### src/rtl/tap_pkg.sv
// Shared types and constants for the IEEE 1149.1-style TAP controller.
// State encoding follows the customary 1149.1 assignment, Test-Logic-Reset = 4'hF.
package tap_pkg;

  localparam int IR_W = 2;

  typedef logic [IR_W-1:0] instr_t;

  localparam instr_t INSTR_EXTEST = 2'b00;
  localparam instr_t INSTR_SAMPLE = 2'b01;
  localparam instr_t INSTR_BYPASS = 2'b11;
  localparam instr_t IR_CAPTURE   = 2'b01;

  typedef enum logic [3:0] {
    EX2_DR   = 4'h0,
    EX1_DR   = 4'h1,
    SH_DR    = 4'h2,
    PAUSE_DR = 4'h3,
    SEL_IR   = 4'h4,
    UPD_DR   = 4'h5,
    CAP_DR   = 4'h6,
    SEL_DR   = 4'h7,
    EX2_IR   = 4'h8,
    EX1_IR   = 4'h9,
    SH_IR    = 4'hA,
    PAUSE_IR = 4'hB,
    RTI      = 4'hC,
    UPD_IR   = 4'hD,
    CAP_IR   = 4'hE,
    TLR      = 4'hF
  } tap_state_t;

  // EXTEST and SAMPLE route the scan path through the boundary chain; every other code is bypass.
  function automatic logic is_chain_instr(instr_t i);
    return (i == INSTR_EXTEST) || (i == INSTR_SAMPLE);
  endfunction

endpackage

### src/rtl/tap_controller_if.sv
// Test-pin and boundary-chain signal bundle of the TAP controller.
// master = pin/chain side that drives TMS/TDI/ChainTDO, slave = the controller.
interface tap_controller_if;
  import tap_pkg::*;

  logic       TMS;
  logic       TDI;
  logic       ChainTDO;
  logic       ChainTDI;
  logic       ShiftDR;
  logic       ClockDR;
  logic       UpdateDR;
  logic       Mode;
  logic       TDO;
  logic       TDOEn;
  tap_state_t State;

  modport master (
    output TMS, TDI, ChainTDO,
    input  ChainTDI, ShiftDR, ClockDR, UpdateDR, Mode, TDO, TDOEn, State
  );

  modport slave (
    input  TMS, TDI, ChainTDO,
    output ChainTDI, ShiftDR, ClockDR, UpdateDR, Mode, TDO, TDOEn, State
  );

endinterface

### src/rtl/tap_fsm.sv
// 16-state TAP state machine: state register and TMS-driven next-state logic only.
module tap_fsm
  import tap_pkg::*;
(
  input  logic       clk,
  input  logic       rst,
  input  logic       tms_i,
  output tap_state_t state_o
);

  tap_state_t state_q;

  always_ff @(posedge clk or posedge rst) begin
    if (rst) begin
      state_q <= TLR;
    end else begin
      case (state_q)
        TLR:      state_q <= tms_i ? TLR      : RTI;
        RTI:      state_q <= tms_i ? SEL_DR   : RTI;
        SEL_DR:   state_q <= tms_i ? SEL_IR   : CAP_DR;
        CAP_DR:   state_q <= tms_i ? EX1_DR   : SH_DR;
        SH_DR:    state_q <= tms_i ? EX1_DR   : SH_DR;
        EX1_DR:   state_q <= tms_i ? UPD_DR   : PAUSE_DR;
        PAUSE_DR: state_q <= tms_i ? EX2_DR   : PAUSE_DR;
        EX2_DR:   state_q <= tms_i ? UPD_DR   : SH_DR;
        UPD_DR:   state_q <= tms_i ? SEL_DR   : RTI;
        SEL_IR:   state_q <= tms_i ? TLR      : CAP_IR;
        CAP_IR:   state_q <= tms_i ? EX1_IR   : SH_IR;
        SH_IR:    state_q <= tms_i ? EX1_IR   : SH_IR;
        EX1_IR:   state_q <= tms_i ? UPD_IR   : PAUSE_IR;
        PAUSE_IR: state_q <= tms_i ? EX2_IR   : PAUSE_IR;
        EX2_IR:   state_q <= tms_i ? UPD_IR   : SH_IR;
        UPD_IR:   state_q <= tms_i ? SEL_DR   : RTI;
        default:  state_q <= TLR;
      endcase
    end
  end

  assign state_o = state_q;

endmodule

### src/rtl/tap_controller.sv
// TAP controller: instruction/bypass registers, boundary-chain control decode and TDO mux.
// All outputs decode registered state, so they are valid in the cycle a state is entered.
module tap_controller
  import tap_pkg::*;
#(
  parameter instr_t RESET_INSTR = INSTR_BYPASS
) (
  input  logic           TCK,
  input  logic           Reset,
  tap_controller_if.slave tap
);

  tap_state_t state_q;
  instr_t     ir_q, ir_d;
  instr_t     irsh_q, irsh_d;
  logic       byp_q, byp_d;
  instr_t     instr_act;
  logic       chain_sel;

  tap_fsm u_fsm (
    .clk     (TCK),
    .rst     (Reset),
    .tms_i   (tap.TMS),
    .state_o (state_q)
  );

  always_comb begin
    ir_d   = ir_q;
    irsh_d = irsh_q;
    byp_d  = byp_q;
    case (state_q)
      TLR:     ir_d   = RESET_INSTR;
      UPD_IR:  ir_d   = irsh_q;
      CAP_IR:  irsh_d = IR_CAPTURE;
      SH_IR:   irsh_d = {tap.TDI, irsh_q[IR_W-1:1]};
      CAP_DR:  byp_d  = 1'b0;
      SH_DR:   byp_d  = tap.TDI;
      default: ;
    endcase
  end

  always_ff @(posedge TCK or posedge Reset) begin
    if (Reset) begin
      ir_q   <= RESET_INSTR;
      irsh_q <= IR_CAPTURE;
      byp_q  <= 1'b0;
    end else begin
      ir_q   <= ir_d;
      irsh_q <= irsh_d;
      byp_q  <= byp_d;
    end
  end

  // Entering TLR must drop Mode at once, even before ir_q reloads on the following edge.
  assign instr_act = (state_q == TLR) ? RESET_INSTR : ir_q;
  assign chain_sel = is_chain_instr(instr_act);

  assign tap.ChainTDI = tap.TDI;
  assign tap.ShiftDR  = chain_sel && (state_q == SH_DR);
  assign tap.ClockDR  = chain_sel && ((state_q == CAP_DR) || (state_q == SH_DR));
  assign tap.UpdateDR = chain_sel && (state_q == UPD_DR);
  assign tap.Mode     = (instr_act == INSTR_EXTEST);
  assign tap.TDOEn    = (state_q == SH_IR) || (state_q == SH_DR);
  assign tap.TDO      = (state_q == SH_IR) ? irsh_q[0] :
                        (state_q == SH_DR) ? (chain_sel ? tap.ChainTDO : byp_q) :
                        1'b0;
  assign tap.State    = state_q;

endmodule

### src/flat_wrapper.sv
// flat-port wrapper written by rule: the top's interface ports become plain ports
module tap_controller_flat import tap_pkg::*;
#(
  parameter instr_t RESET_INSTR = INSTR_BYPASS
)
  (TCK, Reset, tap_TMS, tap_TDI, tap_ChainTDO, tap_ChainTDI, tap_ShiftDR, tap_ClockDR, tap_UpdateDR, tap_Mode, tap_TDO, tap_TDOEn, tap_State);
  tap_controller_if tap_i ();
  input  logic TCK;
  input  logic Reset;
  input wire logic [$bits(tap_i.TMS)-1:0] tap_TMS;
  input wire logic [$bits(tap_i.TDI)-1:0] tap_TDI;
  input wire logic [$bits(tap_i.ChainTDO)-1:0] tap_ChainTDO;
  output wire logic [$bits(tap_i.ChainTDI)-1:0] tap_ChainTDI;
  output wire logic [$bits(tap_i.ShiftDR)-1:0] tap_ShiftDR;
  output wire logic [$bits(tap_i.ClockDR)-1:0] tap_ClockDR;
  output wire logic [$bits(tap_i.UpdateDR)-1:0] tap_UpdateDR;
  output wire logic [$bits(tap_i.Mode)-1:0] tap_Mode;
  output wire logic [$bits(tap_i.TDO)-1:0] tap_TDO;
  output wire logic [$bits(tap_i.TDOEn)-1:0] tap_TDOEn;
  output wire logic [$bits(tap_i.State)-1:0] tap_State;
  assign tap_i.TMS = tap_TMS;
  assign tap_i.TDI = tap_TDI;
  assign tap_i.ChainTDO = tap_ChainTDO;
  assign tap_ChainTDI = tap_i.ChainTDI;
  assign tap_ShiftDR = tap_i.ShiftDR;
  assign tap_ClockDR = tap_i.ClockDR;
  assign tap_UpdateDR = tap_i.UpdateDR;
  assign tap_Mode = tap_i.Mode;
  assign tap_TDO = tap_i.TDO;
  assign tap_TDOEn = tap_i.TDOEn;
  assign tap_State = tap_i.State;
  tap_controller #(.RESET_INSTR(RESET_INSTR)) u_core (.TCK(TCK), .Reset(Reset), .tap(tap_i));
endmodule
### config.mk
export PLATFORM = sky130hd
export DESIGN_NAME = tap_controller_flat
export DESIGN_NICKNAME = d
export VERILOG_FILES = /design/src/rtl/tap_pkg.sv /design/src/rtl/tap_controller_if.sv /design/src/rtl/tap_fsm.sv /design/src/rtl/tap_controller.sv /design/src/flat_wrapper.sv
export SDC_FILE = /design/constraint.sdc
export NUM_CORES = 1
export LEC_CHECK = 0
export ABC_AREA = 1
export CORE_AREA = 2 2 42 44
export CTS_BUF_LIST = sky130_fd_sc_hd__clkbuf_16
export DETAILED_ROUTE_END_ITERATION = 8
export DIE_AREA = 0 0 44 46
export HOLD_SLACK_MARGIN = 0.06
export PLACE_DENSITY = 0.7
export SLEW_MARGIN = 20
export SYNTH_ARGS = -nofsm -noshare
export SYNTH_HDL_FRONTEND = slang
export SYNTH_SLANG_ARGS = --single-unit
### constraint.sdc
create_clock -name TCK -period 1.1 [get_ports TCK]
set_input_delay 0.11 -clock TCK [delete_from_list [all_inputs] [get_ports TCK]]
set_output_delay 0.11 -clock TCK [all_outputs]
set_load 0.005 [all_outputs]
==> impl_metrics.tcl <==
set metrics [dict create \
    yosys_register_bits 9 \
    drive_above_1_share_pct 64.83 \
    wl_per_cell_um 16.28 \
    maxCapViolations 0 \
    r2r-start "u_core.u_fsm.state_o[0]$_DFF_PP1_" \
    grt_use_met1_pct 30.05 \
    wirelength_um 2637 \
    clkSlewWorstSetupHoldPaths_ns 0.04 \
    clock.fmax_ghz 0.6643 \
    final_cells 162 \
    rsz0062_at_grt "true" \
    cts_buffers 3 \
    die_x_um 44 \
    dp.cells 143 \
    clk_latency_ns 0.24 \
    dp_hpwl_um 1463 \
    arrival_ns 1.40 \
    setup.worst_path.start "u_core.u_fsm.state_o[1]$_DFF_PP1_" \
    r2r-end "u_core.u_fsm.state_o[2]$_DFF_PP1_" \
    clock_sinks 9 \
    start_util_pct 38.68 \
    nets 151 \
    final_common_cell "buf_6" \
    dr.pass1.iters 4 \
    power-per-cell-area_mw_per_mm2 3405 \
    end_kind "output pin" \
    cts_tree "done" \
    finalHoldWorstSlack_ns 0.1695 \
    ys.warnings.count 0 \
    vias 877 \
    port_buffers 15 \
    setup_violations 19 \
    p_leak_nw 0.6726 \
    hold_class "primary input to async pin" \
    syn_area_um2 624.3 \
    finClkSkew_ns 0.005657 \
    hold_buffers 0 \
    overflow 0 \
    multiInputGateArea_um2 440.4 \
    dpl_worst_slack_ns -0.4767 \
    clock_path_buffers 2 \
    min_period_ns 1.505 \
    synth_cells 89 \
    final.setup.worst_slack_ns -0.4054 \
    grt_pass1_wl_um 3912 \
    total_power_w 0.004482 \
    grt_busiest_layer "met2" \
    avgViaCountPerCell 5.414 \
    track_usage_pct 27.81 \
    slew_headroom_pct 74.89 \
    period_share_pct 136.9 \
    outcome "finished with violations" \
    grt_pass1_vias 857 \
    tightest_slew_ns 0.3755 \
    drc 0 \
    seqCellArea_um2 234.0 \
    mostFrequentLayoutCells "22 x buf_6, 20 x buf_4, 15 x nand2_1" \
    startpoint_type "flop" \
    violations "setup timing" \
    grt_max_degree 10 \
    synth_nets 94 \
    critPathRequiredTime_ns 0.99 \
    clock_tree.root_cell "clkbuf_16" \
    fillers 101 \
    endpoint "tap_TDO" \
    yosysSeqAreaShare_pct 37.47 \
    area_delta_synth_final_pct 110.8 \
    path_max_fanout 4 \
    core_mm2 0.001614 \
    fp.dieH_um 46 \
    first_iter_violations 16 \
    reg2reg_depth 8 \
    met2_usage_pct 48.24 \
    critPathKind "flop to output pin" \
    syn_avg_cell_area_um2 7.015 \
    antenna_found_initial 0 \
    met3_usage_pct 6.746 \
    slew_viol_final 0 \
    fin_util_pct 81.55 \
    place_congestion 0.8406 \
    rows 15 \
    hold_viol 0 \
    reg2reg_slack_ns -0.24 \
    ys_types 22 \
    antennaDiodeCount 0 \
    cts_max_level 1 \
    floorplan.die_area_mm2 0.002024 \
    io_pins 16 \
    ant_nets 0 \
    ir_worst_vdd_mv 1.830 \
]
-- worst min-delay path by stage --
stage	startpoint	end	slack, ns	cells past startpoint
2_1_floorplan	Reset	u_core.byp_q$_DFFE_PP0N_	-0.07	1
3_3_place_gp	Reset	u_core.irsh_q[1]$_DFFE_PP0N_	0.40	2
3_5_place_dp	Reset	u_core.irsh_q[1]$_DFFE_PP0N_	0.44	2
4_1_cts	Reset	u_core.irsh_q[1]$_DFFE_PP0N_	0.19	2
5_1_grt	Reset	u_core.irsh_q[1]$_DFFE_PP0N_	0.20	2
6_report	Reset	u_core.irsh_q[1]$_DFFE_PP0N_	0.17	2
-- kinds of logic after synthesis --
family                 after synthesis  synth area share (%)
AND/OR/NAND/NOR                     59                 46.89
buffers and inverters               15                 9.820
flip-flops                           9                 37.48
AO/OA/AOI/OAI                        6                 5.812
-- sequential cells by signal, indices dropped and copies added, names as in the netlist --
name	count
u_core.ir_q	2
u_core.u_fsm.state_o	4
u_core.byp_q	1
u_core.irsh_q	2
-- metrics by stage --
step,setup TNS [ns],instance area [um^2]
after global routing,-5.031,1316
after floorplan,-0.03997,624.3
after detailed placement,-3.798,963.4
after global placement,-3.515,963.4
final,-4.239,1316
after CTS,-3.396,1227
-- worst max-delay path, cell delays in order (launching register included) --
cell and delay [ns]:
dfstp_2 0.54, buf_6 0.12, nand2_4 0.08, inv_4 0.09, nand2_4 0.05, clkinv_2 0.06
nand3_2 0.06, nand2_1 0.05, buf_2 0.10
-- metal layers --
metal / wire, um / vias up
li1: - / 399
met1: 1009 / 407
met2: 1417 / 57
met3: 139 / 14
met4: 71 / 0
met5: 0 / -
-- timing repair --
action,4_1_cts,5_1_grt
endpoints found under the setup margin,20,19
pin swaps,14,4
gates resized for setup,77,17
setup buffers,13,4
-- power by group --
part | internal (W) | total (W) | switching (W)
Combinational | 0.00161 | 0.00311 | 0.00150
Clock | 0.000480 | 0.000644 | 0.000165
Sequential | 0.000593 | 0.000730 | 0.000137
Total | 0.00268 | 0.00448 | 0.00180
-- cell usage after synthesis --
| cell | instances | share of area [%] |
|---|---|---|
| a32oi_1 | 1 | 1.4 |
| and2_1 | 1 | 1.0 |
| buf_2 | 1 | 0.80 |
| buf_4 | 1 | 1.2 |
| clkinv_1 | 1 | 0.60 |
| dfrtp_1 | 2 | 8.0 |
| dfstp_2 | 7 | 29 |
| inv_1 | 7 | 4.2 |
| inv_2 | 5 | 3.0 |
| nand2_1 | 19 | 11 |
| nand2_2 | 4 | 4.0 |
| nand2_4 | 2 | 3.6 |
| nand3_1 | 11 | 8.8 |
| nand3_2 | 1 | 1.6 |
| nand3b_1 | 2 | 2.4 |
| nand4_1 | 2 | 2.0 |
| nor2_1 | 12 | 7.2 |
| nor2_2 | 3 | 3.0 |
| nor3_1 | 1 | 0.80 |
| nor4_1 | 1 | 1.0 |
| o21a_1 | 1 | 1.2 |
| o21ai_0 | 4 | 3.2 |
-- layout make-up --
cell class / instances / area share [%]
well taps: 17 / 1.616
repair buffers: 54 / 37.07
clock buffers: 3 / 5.703
clock inverters: 1 / 0.3802
multi-input cells: 65 / 33.46
flip-flops and latches: 9 / 17.78
inverters: 13 / 3.992
No activity file was read; power rests on OpenSTA's default activity.
